`src/rtl/div_result_reuse_pkg.sv`:
```
// Shared types and defaults for the divider result-reuse stage.
package div_result_reuse_pkg;

    localparam int CFG_XLEN = 64;

    typedef enum logic [1:0] {
        EMPTY,
        FILL,
        VALID
    } divreusestate_t;

endpackage

```
`src/rtl/div_result_reuse_entry.sv`:
```
// Single-entry, value-tagged buffer holding the most recent completed division.
module div_result_reuse_entry
    import div_result_reuse_pkg::*;
#(
    parameter int XLEN     = CFG_XLEN,
    parameter bit REUSE_EN = 1'b1
) (
    input  logic            clk,
    input  logic            reset_n,
    input  logic            IntDivE,
    input  logic            DivSignedE,
    input  logic            W64E,
    input  logic [XLEN-1:0] ForwardedSrcAE,
    input  logic [XLEN-1:0] ForwardedSrcBE,
    input  logic            DivStartE,
    input  logic            DivDoneM,
    input  logic            FlushE,
    input  logic [XLEN-1:0] QuotM,
    input  logic [XLEN-1:0] RemM,
    output logic            ReuseHitE,
    output logic [XLEN-1:0] QBuf,
    output logic [XLEN-1:0] RBuf
);

    divreusestate_t  state;
    logic [XLEN-1:0] x_tag;
    logic [XLEN-1:0] d_tag;
    logic            signed_tag;
    logic            w64_tag;
    logic            w64;
    logic            ops_match;
    logic            tag_match;

    // A 32-bit datapath has no W-type ops, so the W flag is forced off there.
    assign w64 = (XLEN > 32) ? W64E : 1'b0;

    always_comb begin
        ops_match = 1'b0;
        if (w64)
            ops_match = (x_tag[31:0] == ForwardedSrcAE[31:0]) &&
                        (d_tag[31:0] == ForwardedSrcBE[31:0]);
        else
            ops_match = (x_tag == ForwardedSrcAE) && (d_tag == ForwardedSrcBE);
        tag_match = ops_match && (signed_tag == DivSignedE) && (w64_tag == w64);
    end

    assign ReuseHitE = REUSE_EN && (state == VALID) && IntDivE && tag_match;

    // A completing divide outranks a same-cycle FlushE: that result already left E.
    always_ff @(posedge clk) begin
        if (!reset_n) begin
            state <= EMPTY;
        end else if (DivDoneM && (state == FILL)) begin
            state <= VALID;
            QBuf  <= QuotM;
            RBuf  <= RemM;
        end else if (FlushE && (state == FILL)) begin
            state <= EMPTY;
        end else if (DivStartE) begin
            state      <= FILL;
            x_tag      <= ForwardedSrcAE;
            d_tag      <= ForwardedSrcBE;
            signed_tag <= DivSignedE;
            w64_tag    <= w64;
        end
    end

    start_on_hit_a: assert property (@(posedge clk) disable iff (!reset_n)
                                     !(DivStartE && ReuseHitE))
        else $error("DivStartE asserted together with ReuseHitE");

endmodule

```
`src/rtl/div_result_reuse.sv`:
```
// Divider result select, W-type sign extension, reuse-hit tracking and Writeback register.
module div_result_reuse
    import div_result_reuse_pkg::*;
#(
    parameter int XLEN     = CFG_XLEN,
    parameter bit REUSE_EN = 1'b1
) (
    input  logic            clk,
    input  logic            reset_n,
    input  logic            StallM,
    input  logic            FlushE,
    input  logic            FlushM,
    input  logic            StallW,
    input  logic            FlushW,
    input  logic            IntDivE,
    input  logic            DivSignedE,
    input  logic            W64E,
    input  logic [XLEN-1:0] ForwardedSrcAE,
    input  logic [XLEN-1:0] ForwardedSrcBE,
    input  logic            DivStartE,
    input  logic            DivDoneM,
    input  logic [XLEN-1:0] QuotM,
    input  logic [XLEN-1:0] RemM,
    input  logic            RemSelM,
    input  logic            W64M,
    output logic            ReuseHitE,
    output logic            ReuseHitM,
    output logic [XLEN-1:0] DivResultW,
    output logic            DivResultValidW
);

    logic [XLEN-1:0] q_buf;
    logic [XLEN-1:0] r_buf;
    logic [XLEN-1:0] src;
    logic [XLEN-1:0] res;
    logic            valid_next;

    div_result_reuse_entry #(
        .XLEN     (XLEN),
        .REUSE_EN (REUSE_EN)
    ) u_entry (
        .clk            (clk),
        .reset_n        (reset_n),
        .IntDivE        (IntDivE),
        .DivSignedE     (DivSignedE),
        .W64E           (W64E),
        .ForwardedSrcAE (ForwardedSrcAE),
        .ForwardedSrcBE (ForwardedSrcBE),
        .DivStartE      (DivStartE),
        .DivDoneM       (DivDoneM),
        .FlushE         (FlushE),
        .QuotM          (QuotM),
        .RemM           (RemM),
        .ReuseHitE      (ReuseHitE),
        .QBuf           (q_buf),
        .RBuf           (r_buf)
    );

    always_ff @(posedge clk) begin
        if (!reset_n)
            ReuseHitM <= 1'b0;
        else if (FlushM)
            ReuseHitM <= 1'b0;
        else if (!StallM)
            ReuseHitM <= ReuseHitE & ~FlushE;
    end

    assign src = ReuseHitM ? (RemSelM ? r_buf : q_buf) : (RemSelM ? RemM : QuotM);

    generate
        if (XLEN > 32) begin : g_ext
            assign res = W64M ? {{(XLEN-32){src[31]}}, src[31:0]} : src;
        end else begin : g_noext
            assign res = src;
        end
    endgenerate

    assign valid_next = (DivDoneM | ReuseHitM) & ~FlushM;

    // The result register only loads on a valid result, so a bubble leaves the last value visible.
    always_ff @(posedge clk) begin
        if (!reset_n) begin
            DivResultW      <= '0;
            DivResultValidW <= 1'b0;
        end else if (!StallW) begin
            DivResultValidW <= FlushW ? 1'b0 : valid_next;
            if (valid_next)
                DivResultW <= res;
        end
    end

endmodule

```
`config.mk`:
```
export PLATFORM = sky130hd
export DESIGN_NAME = div_result_reuse
export DESIGN_NICKNAME = d
export VERILOG_FILES = /design/src/rtl/div_result_reuse_pkg.sv /design/src/rtl/div_result_reuse_entry.sv /design/src/rtl/div_result_reuse.sv
export SDC_FILE = /design/constraint.sdc
export NUM_CORES = 1
export LEC_CHECK = 0
export ABC_AREA = 1
export BUFFER_PORTS_ARGS = -buffer_cell sky130_fd_sc_hd__buf_2
export CELL_PAD_IN_SITES_DETAIL_PLACEMENT = 0
export CELL_PAD_IN_SITES_GLOBAL_PLACEMENT = 1
export CORE_ASPECT_RATIO = 1.2
export CORE_UTILIZATION = 41
export CTS_CLUSTER_SIZE = 10
export DETAILED_ROUTE_END_ITERATION = 16
export MAX_ROUTING_LAYER = met4
export PLACE_DENSITY_LB_ADDON = 0.1
export SYNTH_ARGS = -nofsm -noshare
export SYNTH_HDL_FRONTEND = slang
export SYNTH_SLANG_ARGS = --single-unit
```
`constraint.sdc`:
```
create_clock -name clk -period 11.35 [get_ports clk]
set_clock_uncertainty 0.2 [all_clocks]
set_input_delay 1.7025 -clock clk [delete_from_list [all_inputs] [get_ports clk]]
set_output_delay 1.7025 -clock clk [all_outputs]
set_load 0.005 [all_outputs]
```
Word-level counts from Yosys, hierarchy flattened
Cells that the tools add are included.
{"block": "classes", "n_bitwise": 9, "eq_ne": 8, "mux": 9, "reduce_logical": 14}
{"op": "2-to-1 mux 64 bit", "count": 4}
{"op": "equality test 64 bit", "count": 2}
{"op": "equality test 32 bit", "count": 2}
{"op": "logical AND 1 bit", "count": 8}
{"op": "2-to-1 mux 2 bit", "count": 3}
{"op": "inverter 1 bit", "count": 6}
{"op": "AND reduction 2 bit", "count": 2}
{"op": "AND reduction 4 bit", "count": 1}
{"op": "nonzero test 3 bit", "count": 1}
{"op": "OR reduction 3 bit", "count": 1}
{"op": "AND 1 bit", "count": 2}
{"op": "equality test 1 bit", "count": 2}
{"op": "equality test 2 x 1 -> 1 bit (second input constant)", "count": 1}
{"op": "equality test 2 bit (second input constant)", "count": 1}
{"op": "2-to-1 mux 1 bit", "count": 2}
{"op": "OR reduction 2 bit", "count": 1}
{"op": "bitwise OR 1 bit", "count": 1}
{"block": "totals", "inputBits": 270, "ff_bits": 326}

Longest topological paths before layout
Gate-level depths: netlist of run 1.
{"block": "depth", "depth_word": 7, "mapped_depth": 12, "mapped_depth_nobuf": 12}

Modules after synthesis
Synthesis of run 1 repeated with hierarchy kept, for this count alone.
{"block": "unflattened", "hier_cells": 1613, "hier_area_um2": 14843.0}
{"module": "div_result_reuse_entry", "instances": 1, "cells_each": 760, "area_each_um2": 10015.9}
{"module": "div_result_reuse", "instances": 1, "cells_each": 853, "area_each_um2": 4827.1}

Worst setup path after synthesis of run 1
Ideal clock, no wire load.
{"block": "synth_timing", "path_type": "in2reg", "startpoint": "input port reset_n", "endpoint": "register u_entry.QBuf[0], enable pin", "setup_ns": 0.616, "n_path_buf": 2, "slack_ns": 2.841, "arrival_time_ns": 7.693, "stages": 4, "cell_sequence": "clkbuf_1 -> clkinv_1 -> clkbuf_1 -> nor2_1"}
{"block": "synth_via", "elab_chain_len": 1}
{"item": "start: declaration", "line": "div_result_reuse.sv:9", "source": "input logic reset_n,"}
{"item": "AND reduction 2 bit (no source line)"}
{"item": "end signal: assignment", "line": "div_result_reuse_entry.sv:55", "source": "QBuf <= QuotM;"}
{"item": "end: declaration", "line": "div_result_reuse_entry.sv:21", "source": "output logic [XLEN-1:0] QBuf,"}
Every way passes these cells.
A chain may end at the register's enable or synchronous reset.

Final worst setup path of run 1
{"block": "layout_timing", "startpoint": "input port IntDivE", "endpoint": "output port ReuseHitE"}
{"block": "layout_via", "elab_chain_len": 2}
{"item": "start: declaration", "line": "div_result_reuse.sv:15", "source": "input logic IntDivE,"}
{"item": "logical AND 1 bit (2 in series)", "line": "div_result_reuse_entry.sv:47", "source": "assign ReuseHitE = REUSE_EN && (state == VALID) && IntDivE && tag_match;"}
{"item": "end: declaration", "line": "div_result_reuse.sv:26", "source": "output logic ReuseHitE,"}
Every way passes these cells.

==> flow_metrics.tcl, run 1 <==
set metrics [dict create \
    status "complete, no violations" \
    end_kind "primary output" \
    yosys.area.top_type "edfxtp_1" \
    arrival_ns 2.91 \
    syn_nets 1801 \
    setup_viol_count_final 0 \
    crit_required_ns 9.45 \
    synth-edff-count 258 \
    drc 0 \
    post-synth-top-area-fraction_pct 53.2 \
    core_region_area_um2 35000 \
    rsz0062_at_grt "false" \
    p_leak_nw 8.00 \
    dr.pass1.iters 5 \
    r2r-start "ReuseHitM" \
    ctsHoldBuffers 0 \
    nets 2123 \
    worst_slew_pin_slew_ns 1.01 \
    start_kind "input pin" \
    path_clk_slew_ns 0.05 \
    critPathCapture "ReuseHitE" \
    row_count 75 \
    grt_usage_pct 21.2 \
    cts_buffers 39 \
    ir_worst_vdd_mv 0.0993 \
    drtAntennaViolNets 0 \
    min_period_over_period_pct 42.4 \
    hpwlAfterDp_um 24200 \
    cts_resized 0 \
    synth_seq_area_share_pct 62.6 \
    vias 11100 \
    synthTopCellsByArea "edfxtp_1, dfxtp_1, nor2_1, nand2_1, inv_1" \
    cap_viol_max_count 0 \
    fin_setup_tns_ns 0 \
    htreeDepth 2 \
    place_inst 2274 \
    final_cell_area_um2 17800 \
    startpoint "IntDivE" \
    yosysUniqueCellTypes 26 \
    syn_area_per_cell_um2 9.51 \
    drive_gt1_share_pct 21.5 \
    ys_ff_latch 326 \
    grt_max_degree 77 \
    design.die.area_um2 36300 \
    synth_area_um2 14600 \
    die_x_um 174 \
    worstReg2RegEnd "DivResultW[45]" \
    pin_count 337 \
    min_path_type "flip-flop to flip-flop" \
    pre_cts_ws_ns 6.42 \
    port_buffers 336 \
    routedWlPerCell_um 15.9 \
    place_area_um2 16600 \
    slew_headroom_pct 32.5 \
    yosysWarnings 0 \
    fin_cells 2358 \
    power.total_w 0.00277 \
    netlist_instances 1531 \
    fin_crit_ns 4.81 \
    drtIter0Drc 745 \
    fillerInstances 3330 \
    cts_sinks 326 \
    report.final.hold_viol_count 0 \
    cts_tree "built" \
    path_max_fanout 2 \
    antenna_found_initial 13 \
    path_class "input pin to primary output" \
    ctsLongestPathBuffers 3 \
    cts_setup_buffers 0 \
    power.density_nw_per_um2 155 \
    fmax_mhz 208 \
    ff2ff_path_depth 8 \
    grt_pass1_vias 10800 \
    fin_ws_ns 6.54 \
    die_height_um 208 \
    slew_viol_final 0 \
    clockRootBuffer "clkbuf_16" \
    clk-insertion-delay-late_ns 0.53 \
    start_util_pct 41.6 \
    viasPerCell 4.72 \
    wl_um 37500 \
    synth_ff_type "edfxtp_1" \
    place_congestion 0.791 \
    grt-ovfl-total 0 \
    ff2ff_setup_slack_ns 8.01 \
    syn2layout_area_growth_pct 22.3 \
    synthArstFlopShare_pct 0 \
    grt_pass1_wl_um 58400 \
]
[area by class of cell]
class / count / area (um2) / share of cell area, %
flip-flops and latches: 326 / 9110 / 51.2
multi-input cells: 935 / 4360 / 24.5
repair buffers: 348 / 1770 / 9.97
clock buffers: 68 / 1140 / 6.39
inverters: 203 / 764 / 4.30
well taps: 462 / 578 / 3.25
clock inverters: 2 / 35.0 / 0.197
diodes: 14 / 35.0 / 0.197
[layer usage]
metal	vias up	share of wire, %	track usage [%]	routed length (um)
met4	0	2.2	5.93	826
met1	5086	44	27.0	16600
met3	57	7.1	5.85	2670
met5	-	0	-	0
li1	5705	-	-	-
met2	276	46	33.0	17400
[cell usage after synthesis (6+ instances only)]
cell,instances
buf_2,16
buf_6,6
clkbuf_1,38
dfxtp_1,68
edfxtp_1,258
inv_1,196
nand2_1,279
nand3_1,38
nor2_1,296
o211ai_1,32
o21ai_0,106
o21ai_1,53
o22ai_1,63
xnor2_1,37
xor2_1,18
[power breakdown]
group | internal (W) | leakage (nW) | switching [W] | total [W]
registers | 0.00134 | 2.93 | 0.0000180 | 0.00136
logic | 0.0000940 | 4.50 | 0.000138 | 0.000233
clock network | 0.000698 | 0.561 | 0.000477 | 0.00118
[critical path: stages]
cell and delay, ns:
buf_2 0.08, nand2_1 0.04, nor2_1 0.15, nand2_1 0.09, nor2_1 0.11, nand2_1 0.06
nor2_1 0.14, nand3_1 0.16, nor2_1 0.15, nand2_1 0.08, inv_1 0.05, buf_2 0.10
[registers in the layout, summed over array words and instances, names as in the netlist]
register / count
DivResultW: 64
u_entry.QBuf: 64
u_entry.RBuf: 64
u_entry.d_tag: 64
u_entry.x_tag: 64
u_entry.state: 2
DivResultValidW: 1
ReuseHitM: 1
u_entry.signed_tag: 1
u_entry.w64_tag: 1
[stage by stage]
stage / utilization, % / hold slack (ns)
final: 50.8 / 0.258
after detailed placement: 47.4 / 0.255
after global placement: 47.4 / 0.245
after floorplan: - / 0.244
after CTS: 50.7 / 0.264
after global routing: 50.8 / 0.303
[cells in the final DEF (no fill, tap or decap), types with 26 or more instances in the layout]
cell type / Yosys / routed
o22ai_1: 63 / 63
xnor2_1: 37 / 37
dfxtp_1: 68 / 67
nand3_1: 38 / 38
o211ai_1: 32 / 32
inv_1: 196 / 196
buf_2: 16 / 335
o21ai_0: 106 / 106
clkbuf_16: 0 / 41
edfxtp_1: 258 / 258
o21ai_1: 53 / 53
clkbuf_1: 38 / 26
nor2_1: 296 / 294
nand2_1: 279 / 279
[worst min path at each step]
stage                                 from          endpoint  slack, ns  cells past startpoint
after floorplan           u_entry.state[0]  u_entry.state[0]       0.24                      2
after global placement     DivResultValidW   DivResultValidW       0.25                      2
after detailed placement   DivResultValidW   DivResultValidW       0.26                      2
after CTS                  DivResultValidW   DivResultValidW       0.26                      2
after global routing       DivResultValidW   DivResultValidW       0.30                      2
final                      DivResultValidW   DivResultValidW       0.26                      2
[cells by family (layout without fill, tap and decap cells)]
kind of cell	after synthesis	after routing	synth area share (%)
simple gates	621	621	16.6
flops	326	326	62.6
buf+inv	270	621	7.53
compound gates	259	259	10.0
xor+xnor	55	55	3.31
other cells	0	14	0
(Power assumes the default switching activity.)
==> inputs of run 2 (changes only) <==
Settings changed: CORE_UTILIZATION 41 to 37.
Clock period 11.35 ns to 4.35 ns, I/O delays scaled along.
==> run 2 against run 1 <==
Against the previous run:
- critical path depth is 1 lower
- via count is 0.23% higher
- sequential power grew to 2.6 times the previous value
- clock power is 150% higher
- global-route usage is 1.8 points lower
- worst setup slack worse by 5.3 ns
- routed wire length is 2.3% higher
- sequential share of layout area is 0.38 points lower
- cell area is 0.75% higher
- cell count is 3.3% higher
- critical path type is now flip-flop to primary output
==> flow_metrics.tcl, run 2 (synthesis results as in run 1) <==
set metrics [dict create \
    status "complete, no violations" \
    grt_pass1_wl_um 58500 \
    cap_viol_max_count 0 \
    cpLargestDelayFamily "simple AND/OR/NAND/NOR gates" \
    cp_cell_sequence "nand2_1 -> nor2_1 -> nand2_1 -> nor2_1 -> nand2_1 -> nor2_1 -> nand3_1 -> nor2_1 -> nand2_1 -> inv_1 -> buf_2" \
    viasPerCell 4.58 \
    path_class "flip-flop to primary output" \
    switching_share_pct 23.5 \
    grt_pass1_vias 10600 \
    core_region_area_um2 38700 \
    drtIter0Drc 583 \
    design.die.area_um2 40100 \
    cts_setup_buffers 0 \
    power_frac_comb_pct 8.7 \
    pin_count 337 \
    max_stage_delay_ns 0.41 \
    cts_buffers 39 \
    slew_headroom_pct 40.0 \
    grt_usage_pct 19.4 \
    wl_um 38300 \
    power.density_nw_per_um2 396 \
    final_cell_mix "buf_2, nor2_1, nand2_1" \
    row_count 79 \
    report.final.hold_viol_count 0 \
    slew_viol_final 0 \
    cts_resized 0 \
    ctsHoldBuffers 0 \
    fin_cells 2436 \
    ff2ff_setup_slack_ns 1.72 \
    routedWlPerCell_um 15.7 \
    ctsLongestPathBuffers 3 \
    hpwlAfterDp_um 25600 \
    setup_viol_count_final 0 \
    whs_path_depth 1 \
    clockRootBuffer "clkbuf_16" \
    crit_required_ns 3.50 \
    place_inst 2344 \
    path_clk_slew_ns 0.06 \
    final_common_cell "buf_2" \
    nets 2129 \
    grt_max_degree 75 \
    fmax_mhz 324 \
    worst_slew_pin_slew_ns 0.900 \
    drc 0 \
    ir_worst_vdd_mv 0.289 \
    start_kind "flip-flop" \
    fin_crit_ns 3.09 \
    seqPwrFrac_pct 49.9 \
    cts_tree "built" \
    start_util_pct 37.6 \
    crit_buf_inv 2 \
    internal-power_w 0.00544 \
    crit_slowest_cell "dfxtp_1" \
    die_height_um 219 \
    cts_sinks 326 \
    end_kind "primary output" \
    vias 11200 \
    htreeDepth 2 \
    antenna_found_initial 20 \
    drive_gt1_share_pct 21.7 \
    path_max_fanout 3 \
    rsz0062_at_grt "false" \
    port_buffers 336 \
    dr.pass1.iters 5 \
    r2r-start "ReuseHitM" \
    worstReg2RegEnd "DivResultW[40]" \
    switchingPower_w 0.00167 \
    hold_path.startpoint "RemM[34]" \
    multi_input_area_um2 4360 \
    syn2layout_area_growth_pct 23.2 \
    arrival_ns 2.23 \
    fin_setup_tns_ns 0 \
    clk-insertion-delay-late_ns 0.54 \
    p_leak_nw 8.01 \
    p_clk_share_pct 41.5 \
    drtAntennaViolNets 0 \
    regArea_um2 9110 \
    place_area_um2 16800 \
    ff2ff_path_depth 7 \
    final_cell_area_um2 17900 \
    die_x_um 183 \
    place_congestion 0.775 \
    min_path_type "input pin to flip-flop" \
    grt-ovfl-total 0 \
    min_period_over_period_pct 70.9 \
    fillerInstances 3856 \
    min_to "u_entry.RBuf[34]" \
]
==> run 2: changes by cell type in the layout (fill, tap and decap cells not counted), moves of 2 or more <==
| cell | change |
|---|---|
| buf_12 | +4 |
| buf_4 | +2 |
| clkbuf_16 | -2 |
| diode_2 | +7 |
| inv_6 | +3 |
==> run 2: worst max-delay path by stage <==
stage,start,slack [ns],to,cells after the start
2_1_floorplan,reset_n,0.48,u_entry.QBuf[0],4
3_3_place_gp,ForwardedSrcAE[4],1.29,ReuseHitE,11
3_5_place_dp,ForwardedSrcAE[4],1.28,ReuseHitE,11
4_1_cts,u_entry.state[1],1.07,ReuseHitE,11
5_1_grt,u_entry.state[1],1.07,ReuseHitE,11
6_report,u_entry.state[1],1.26,ReuseHitE,11
==> run 2: final cells by class <==
| class | count | area share [%] |
|---|---|---|
| antenna | 21 | 0.293 |
| sequential | 326 | 50.8 |
| clock buffer | 66 | 6.01 |
| timing repair buffer | 354 | 10.4 |
| tap | 526 | 3.67 |
| multi-input combinational | 935 | 24.3 |
| clock inverter | 5 | 0.195 |
| inverter | 203 | 4.26 |
==> run 2: power by group through the flow <==
stage	combinational (W)	sequential, W	clock, W
final	0.000616	0.00354	0.00295
after global routing	0.000701	0.00356	0.00316
after CTS	0.000627	0.00354	0.00306
after detailed placement	0.000625	0.00361	0
after global placement	0.000615	0.00361	0
after floorplan	0.000333	0.00361	0
==> run 2: per-stage QoR <==
step | worst slack [ns] | hold WS, ns | utilization, % | total power [W]
global route | 1.07 | 0.0683 | 46.3 | 0.00742
floorplan | 0.481 | 0.247 | - | 0.00394
CTS | 1.07 | 0.0649 | 46.1 | 0.00723
global placement | 1.29 | 0.247 | 43.3 | 0.00422
detailed placement | 1.28 | 0.256 | 43.3 | 0.00423
finish | 1.26 | 0.0975 | 46.3 | 0.00711
==> run 2: per-layer routing <==
metal / track usage [%] / up-vias / share of wire, %
li1: - / 5733 / -
met1: 24.0 / 5088 / 44
met2: 30.7 / 280 / 47
met3: 5.44 / 49 / 6.7
met4: 6.25 / 0 / 2.0
met5: - / - / 0
==> inputs of run 3 (changes only) <==
Settings changed: CORE_UTILIZATION 37 to 41.
Clock period 4.35 ns to 2.94 ns, I/O delays scaled along.
==> run 3 against run 2 <==
Against the previous run:
- combinational power grew 95%
- sequential power grew 48%
- worst setup slack lost 1.1 ns
- first-iteration DRC count grew 14%
- sequential cell count is the same
- clock power grew 47%
- critical path depth grew 1
- utilization grew 12 points
- register-to-register slack lost 1.1 ns
- cell area grew 14%
- global-route usage grew 3.2 points
- critical endpoint unchanged
- highest routed layer unchanged
==> flow_metrics.tcl, run 3 (synthesis results as in run 1) <==
set metrics [dict create \
    viasPerCell 4.68 \
    row_count 75 \
    hold_path.startpoint "StallW" \
    path_max_fanout 2 \
    ctsLongestPathBuffers 3 \
    grt_usage_pct 22.6 \
    grt_max_degree 87 \
    crit_required_ns 2.30 \
    startpoint "ForwardedSrcAE[14]" \
    p_leak_nw 9.09 \
    place_area_um2 16700 \
    grt_pass1_vias 12200 \
    min_period_over_period_pct 94.7 \
    clockRootBuffer "clkbuf_16" \
    top_usage_layer "met2" \
    die_x_um 174 \
    power.density_nw_per_um2 528 \
    report.final.hold_viol_count 0 \
    start_kind "input pin" \
    vias 12200 \
    worst_slew_pin_slew_ns 0.748 \
    antenna_found_initial 5 \
    cts_sinks 326 \
    pin_count 337 \
    fmax_mhz 359 \
    ir_worst_vdd_mv 0.414 \
    nets 2389 \
    drc 0 \
    use_met3_pct 4.95 \
    cts_setup_buffers 0 \
    clk-insertion-delay-late_ns 0.53 \
    die_height_um 208 \
    fin_crit_ns 2.79 \
    rsz0062_at_grt "false" \
    cts_tree "built" \
    grt-ovfl-total 0 \
    wl_um 39800 \
    place_inst 2279 \
    syn2layout_area_growth_pct 40.3 \
    path_clk_slew_ns 0.06 \
    place_congestion 0.795 \
    min_path_type "input pin to flip-flop" \
    hpwlAfterDp_um 24800 \
    final_cell_area_um2 20400 \
    slew_viol_final 0 \
    met2_usage_pct 37.2 \
    grt_pass1_wl_um 63500 \
    start_util_pct 41.6 \
    slew_headroom_pct 50.1 \
    r2r-start "u_entry.x_tag[14]" \
    status "complete, no violations" \
    path_class "input pin to primary output" \
    htreeDepth 2 \
    fin_ws_ns 0.154 \
    grtUsageMet1_pct 27.8 \
    final_cell_mix "buf_2, nor2_1, nand2_1" \
    finalHoldWorstSlack_ns 0.0192 \
    arrival_ns 2.14 \
    design.die.area_um2 36300 \
    setup_viol_count_final 0 \
    end_kind "primary output" \
    cap_viol_max_count 0 \
    drtIter0Drc 667 \
    pre_cts_ws_ns 0.481 \
    power.total_w 0.0108 \
    drtAntennaViolNets 0 \
    drive_gt1_share_pct 19.2 \
    port_buffers 336 \
    dr.pass1.iters 4 \
    routedWlPerCell_um 15.2 \
    cts_buffers 39 \
    final_common_cell "buf_2" \
    core_region_area_um2 35000 \
    fin_cells 2612 \
]
run 3: cell types whose count changed in the layout (fill, tap and decap cells not counted), sizes merged:
cell	delta
buf	-1
dlygate4sd3	+261
clkbuf	-1
clkinv	-1
diode	-16
inv	-2
run 3: cell type report:
| class | instances | area, um2 |
|---|---|---|
| antenna | 5 | 12.5 |
| timing repair buffer | 614 | 4460 |
| clock inverter | 2 | 12.5 |
| multi-input combinational | 935 | 4380 |
| sequential | 326 | 9110 |
| clock buffer | 65 | 1090 |
| tap | 462 | 578 |
| fill | 3037 | 14600 |
| inverter | 203 | 777 |
run 3: critical path: stages:
cell,delay [ns]
dlygate4sd3_1,0.54
buf_2,0.14
xnor2_1,0.21
nand2_1,0.09
nor2_1,0.13
nand2_1,0.06
nor2_1,0.09
nand3_1,0.12
nor2_2,0.12
nand2_1,0.06
inv_1,0.04
buf_2,0.11
run 3: path summary, 6_finish.rpt:
path                                         to  slack, ns  depth (start not counted)
worst max-delay path                  ReuseHitE       0.15                         12
worst min-delay path            DivResultValidW       0.02                          3
worst max register to register        ReuseHitM       0.63                         10
worst min register to register  DivResultValidW       0.26                          2
run 3: what timing repair did:
action | in CTS | in global routing
endpoints found under the hold margin | 260 | 0
gates resized for setup | 0 | 4
endpoints found under the setup margin | 0 | 1
hold buffers | 261 | 0
run 3: routing by layer:
| layer | wire length, um | vias up |
|---|---|---|
| li1 | - | 6232 |
| met1 | 17300 | 5606 |
| met2 | 19300 | 336 |
| met3 | 2440 | 55 |
| met4 | 714 | 0 |
| met5 | 0 | - |
run 3: per-stage QoR:
stage	TNS, ns	utilization, %
final	0	58.3
after global routing	0	58.3
after CTS	0	58.3
after detailed placement	0	47.6
after global placement	0	47.6
after floorplan	-83.73	-
run 3: where the power goes:
| group | internal, W | leakage (nW) | total (W) | switching [W] |
|---|---|---|---|---|
| clock network | 0.00252 | 0.529 | 0.00434 | 0.00183 |
| registers | 0.00518 | 2.93 | 0.00525 | 0.0000698 |
| logic | 0.000600 | 5.63 | 0.00120 | 0.000602 |
